==> src/rtl/instruction_decode.sv <==
// Instruction decoder: assembles 1-3 word variable-length instructions from the
// instruction-memory word stream and hands one registered bundle per instruction
// to the operand fetch stage over a valid/ready handshake.
module instruction_decode #(
    parameter int unsigned OP_W    = 16,
    parameter int unsigned COUNT_W = 16
) (
    input  logic               clk,
    input  logic               rst,
    input  logic               flush,
    input  logic               in_valid,
    input  logic [OP_W-1:0]    in_word,
    output logic               in_ready,
    output logic               out_valid,
    input  logic               out_ready,
    output logic [7:0]         opcode,
    output logic [1:0]         mode1,
    output logic [OP_W-1:0]    op1,
    output logic [1:0]         mode2,
    output logic [OP_W-1:0]    op2,
    output logic [COUNT_W-1:0] instr_count
);

    typedef enum logic [1:0] {
        StHdr,
        StOp1,
        StOp2,
        StOut
    } state_e;

    state_e              state_q, state_d;
    logic                out_valid_q, out_valid_d;
    logic [7:0]          opcode_q, opcode_d;
    logic [1:0]          mode1_q, mode1_d;
    logic [1:0]          mode2_q, mode2_d;
    logic [OP_W-1:0]     op1_q, op1_d;
    logic [OP_W-1:0]     op2_q, op2_d;
    logic [COUNT_W-1:0]  count_q, count_d;

    logic accept;
    logic xfer;

    // Words are taken in every assembly state; while a bundle is held only when it leaves.
    always_comb begin
        in_ready = 1'b0;
        if (!rst && !flush) begin
            in_ready = (state_q != StOut) || out_ready;
        end
    end

    assign accept = in_valid && in_ready;
    assign xfer   = out_valid_q && out_ready;

    // Next-state: header decode, extension capture, handoff counting and flush.
    always_comb begin
        state_d  = state_q;
        opcode_d = opcode_q;
        mode1_d  = mode1_q;
        mode2_d  = mode2_q;
        op1_d    = op1_q;
        op2_d    = op2_q;
        count_d  = count_q;

        if (xfer) begin
            count_d = count_q + 1'b1;
        end

        unique case (state_q)
            StHdr, StOut: begin
                if (accept) begin
                    // accept in StOut implies out_ready, so the held bundle leaves now
                    opcode_d = in_word[15:8];
                    mode1_d  = in_word[7:6];
                    mode2_d  = in_word[5:4];
                    op1_d    = '0;
                    op2_d    = '0;
                    if (in_word[7:6] != 2'b00) begin
                        state_d = StOp1;
                    end else if (in_word[5:4] != 2'b00) begin
                        state_d = StOp2;
                    end else begin
                        state_d = StOut;
                    end
                end else if (state_q == StOut && xfer) begin
                    state_d = StHdr;
                end
            end
            StOp1: begin
                if (accept) begin
                    op1_d   = in_word;
                    state_d = (mode2_q != 2'b00) ? StOp2 : StOut;
                end
            end
            StOp2: begin
                if (accept) begin
                    op2_d   = in_word;
                    state_d = StOut;
                end
            end
            default: state_d = StHdr;
        endcase

        if (flush) begin
            state_d = StHdr;
        end

        out_valid_d = (state_d == StOut);
    end

    // State and output registers; reset clears everything, including the counter.
    always_ff @(posedge clk) begin
        if (rst) begin
            state_q     <= StHdr;
            out_valid_q <= 1'b0;
            opcode_q    <= '0;
            mode1_q     <= '0;
            mode2_q     <= '0;
            op1_q       <= '0;
            op2_q       <= '0;
            count_q     <= '0;
        end else begin
            state_q     <= state_d;
            out_valid_q <= out_valid_d;
            opcode_q    <= opcode_d;
            mode1_q     <= mode1_d;
            mode2_q     <= mode2_d;
            op1_q       <= op1_d;
            op2_q       <= op2_d;
            count_q     <= count_d;
        end
    end

    assign out_valid   = out_valid_q;
    assign opcode      = opcode_q;
    assign mode1       = mode1_q;
    assign mode2       = mode2_q;
    assign op1         = op1_q;
    assign op2         = op2_q;
    assign instr_count = count_q;

endmodule
==> config.mk <==
export PLATFORM = sky130hd
export DESIGN_NAME = instruction_decode
export DESIGN_NICKNAME = d
export VERILOG_FILES = /design/src/rtl/instruction_decode.sv
export SDC_FILE = /design/constraint.sdc
export NUM_CORES = 1
export LEC_CHECK = 0
export ABC_AREA = 1
export CORE_ASPECT_RATIO = 0.8
export CORE_UTILIZATION = 40
export DETAILED_ROUTE_END_ITERATION = 10
export HOLD_SLACK_MARGIN = 0.06
export PLACE_DENSITY_LB_ADDON = 0.2
export SLEW_MARGIN = 0
export SYNTH_ARGS = -nofsm -noshare
export SYNTH_HDL_FRONTEND = slang
export SYNTH_SLANG_ARGS = --single-unit
==> constraint.sdc <==
create_clock -name clk -period 1.5 [get_ports clk]
set_input_delay 0.3 -clock clk [delete_from_list [all_inputs] [get_ports clk]]
set_output_delay 0.3 -clock clk [all_outputs]
set_load 0.01 [all_outputs]
==> impl_metrics.tcl <==
set metrics [dict create \
    antennaDiodeCount 0 \
    critPathSlowestCell "dfxtp_4" \
    fmax_mhz 658 \
    switching_share_pct 25.8 \
    antenna_found_initial 0 \
    hold_depth 2 \
    first_iter_violations 158 \
    finalPower_mw 4.25 \
    status "complete, but fails checks" \
    cap_violations 0 \
    p_comb_share_pct 17.4 \
    pwr-share-clk_pct 40.2 \
    ir_drop_uv 654 \
    synth_warnings 0 \
    syn_avg_cell_area_sq_um 7.34 \
    num_rows 26 \
    intPower_mw 3.15 \
    path_max_fanout 8 \
    viasPerCell 4.71 \
    fin_ws_ns -0.0196 \
    seq_power_share_pct 42.4 \
    clkLatencyLatePin_ns 0.34 \
    drc_errors 0 \
    violations "setup timing" \
    grt_max_degree 29 \
    skew_ns 0.00424 \
    fin_area_sq_mm 0.00433 \
    drt_first_pass_iters 5 \
    die_area_sq_mm 0.00735 \
    reg2reg_depth 9 \
    finalHoldViolCount 0 \
    worst_pin_slew_ns 0.444 \
    startpoint_type "flop" \
    crit_path_end_kind "flop" \
    path_buf_inv 3 \
    port_buffers 82 \
    synth_seq_area_share_pct 45.0 \
    clkSlewWorstSetupHoldPaths_ns 0.07 \
    path_cells "ha_4, nand2_4, buf_6, nand3_4, buf_12, nor2_4, clkbuf_16, nand2_1, a21oi_1" \
    h-tree-depth 3 \
    period_needed_ns 1.52 \
    nets 524 \
    hold_buffers 0 \
    fin_crit_sh_pct 101 \
    area_growth_pct 54.4 \
    critPathKind "reg2reg" \
    critical-path-top-delay-family "buffers and inverters" \
    finalSetupViolations 8 \
    crit_path_max_incr_delay_ns 0.37 \
    cts_buffers 9 \
    p_leak_nw 2.03 \
    placed_cell_area_sq_mm 0.00391 \
    rsz0062_at_grt "yes" \
    synth_fp_nets 408 \
    critPathRequiredTime_ns 1.77 \
    ys_types 32 \
    core_area_sq_mm 0.00657 \
    ant_nets 0 \
    drv_slew 0 \
    path_depth 9 \
    tritoncts_num_sinks 63 \
    drive_gt1_share_pct 23.9 \
    start_util_pct 42.7 \
    die_h_microns 76.9 \
    min_path_type "reg2reg" \
    power.density_mw_per_mm2 981 \
    grt_pass1_wl_microns 12100 \
    num_vias 2758 \
    first_global_vias 2467 \
    cts_buffer_depth 2 \
    switchingPower_mw 1.09 \
    grt_overflow_total 0 \
    wl_per_cell_microns 13.1 \
    num_io_pins 83 \
    relSlewSlack_pct 70.3 \
    arrival_ns 1.79 \
    wl_microns 7690 \
    place_hpwl_microns 5200 \
    track_usage_pct 21.3 \
    ys_seq_elements 63 \
    gp_congestion 0.806 \
    root_buffer "clkbuf_8" \
    cts_tree "done" \
    syn_area_sq_mm 0.00280 \
    synthCells 382 \
    fp.dieW_microns 95.6 \
]
-- Yosys cell counts --
library cell / number / area share [%]
buf_6: 7 / 2.8
clkbuf_1: 4 / 0.54
nand3_1: 9 / 1.6
nand3_4: 1 / 0.63
nand2_4: 2 / 0.80
o21ai_2: 2 / 0.63
buf_2: 4 / 0.71
inv_1: 23 / 3.1
nor2_2: 1 / 0.22
nor3_1: 3 / 0.54
o21ai_0: 11 / 2.0
o21a_1: 1 / 0.27
ha_1: 5 / 2.2
nor2_4: 4 / 1.6
nor2_8: 1 / 0.71
nand2_2: 3 / 0.67
nand4_1: 2 / 0.45
nor3_2: 1 / 0.36
nor2_1: 78 / 10
buf_1: 1 / 0.13
or2_2: 1 / 0.22
a21oi_1: 22 / 3.9
xor2_1: 3 / 0.94
nand2_1: 110 / 15
o21ai_1: 8 / 1.4
dfxtp_1: 63 / 45
and3_1: 1 / 0.22
nand3_2: 2 / 0.71
inv_4: 1 / 0.22
inv_2: 1 / 0.13
a21oi_2: 6 / 1.9
clkinv_2: 1 / 0.18
-- worst register-to-register path, stage by stage, from the launching register on --
cell and delay (ns):
dfxtp_4 0.37, ha_4 0.17, nand2_4 0.07, buf_6 0.10, nand3_4 0.09, buf_12 0.15, nor2_4 0.16, clkbuf_16 0.18
nand2_1 0.05, a21oi_1 0.12
-- power groups by stage --
stage,Combinational [mW],Clock [mW],Sequential (mW)
4_1_cts,0.673,1.74,1.80
6_report,0.740,1.71,1.80
3_5_place_dp,0.689,0,1.83
2_1_floorplan,0.315,0,1.87
5_1_grt,0.817,1.81,1.81
3_3_place_gp,0.681,0,1.83
-- logic make-up after synthesis --
group | count (synthesis) | share of synthesized area (%)
AOI/OAI and AO/OA | 50 | 10.1
and+or+nand+nor | 219 | 33.9
DFF | 63 | 45.0
buffers and inverters | 42 | 7.81
xor gates and xnor gates | 3 | 0.938
adders and majority gates | 5 | 2.23
-- path summary, 6_finish.rpt --
path	start	endpoint	slack, ns
hold reg to reg	op2[8]	op2[8]	0.47
setup / recovery	state_q[1]	op2[2]	-0.02
setup reg to reg	state_q[1]	op2[2]	-0.02
hold / removal	op2[8]	op2[8]	0.47
-- final cells by class --
class | instances | area, sq um
Timing Repair Buffer | 119 | 1120
Fill cell | 576 | 2240
Tap cell | 84 | 105
Clock inverter | 3 | 65.1
Sequential cell | 63 | 1270
Inverter | 26 | 106
Timing Repair inverter | 2 | 15.0
Clock buffer | 12 | 165
Multi-Input combinational cell | 277 | 1480
-- metal layers --
| metal | GRT usage, % | vias up | wire (microns) |
|---|---|---|---|
| met2 | 31.4 | 73 | 3440 |
| met4 | 5.37 | 0 | 64 |
| met1 | 29.1 | 1246 | 3680 |
| li1 | - | 1432 | - |
| met3 | 8.13 | 7 | 502 |
| met5 | 0 | - | 0 |
-- what timing repair did --
action                                  CTS  global route
endpoints found under the setup margin  108            50
gates cloned                              2             1
setup buffers                             1             3
gates resized for setup                  81            47
pin swaps                                 2            32
-- registers in the layout, indices dropped and copies added (netlist names) --
signal	flops
state_q	2
instr_count	16
out_valid	1
op1	16
mode2	2
op2	16
mode1	2
opcode	8
-- placed cells by master (no fill, tap or decap), drive strengths merged --
master           n
dlygate4sd2     63
nand3           12
bufinv           2
a21oi           28
or2              1
clkdlybuf4s50   18
nand4            2
ha               5
inv             27
nor2            84
nand2          115
and3             1
clkbuf          13
dfxtp           63
clkinv           2
buf             37
o21a             1
nor3             4
xor2             3
o21ai           21
-- through the flow --
step | hold WS, ns | util, % | std cells | TNS [ns] | worst slack [ns]
2_1_floorplan | 0.446 | - | 382 | 0 | 0.00470
3_3_place_gp | 0.450 | 59.6 | 564 | -19.82 | -0.403
3_5_place_dp | 0.454 | 59.6 | 564 | -21.02 | -0.413
4_1_cts | 0.463 | 63.0 | 582 | 0 | 0.00270
5_1_grt | 0.487 | 65.9 | 586 | -1.74 | -0.0848
6_report | 0.468 | 65.9 | 586 | -0.0685 | -0.0196
(Power assumes the default switching activity.)
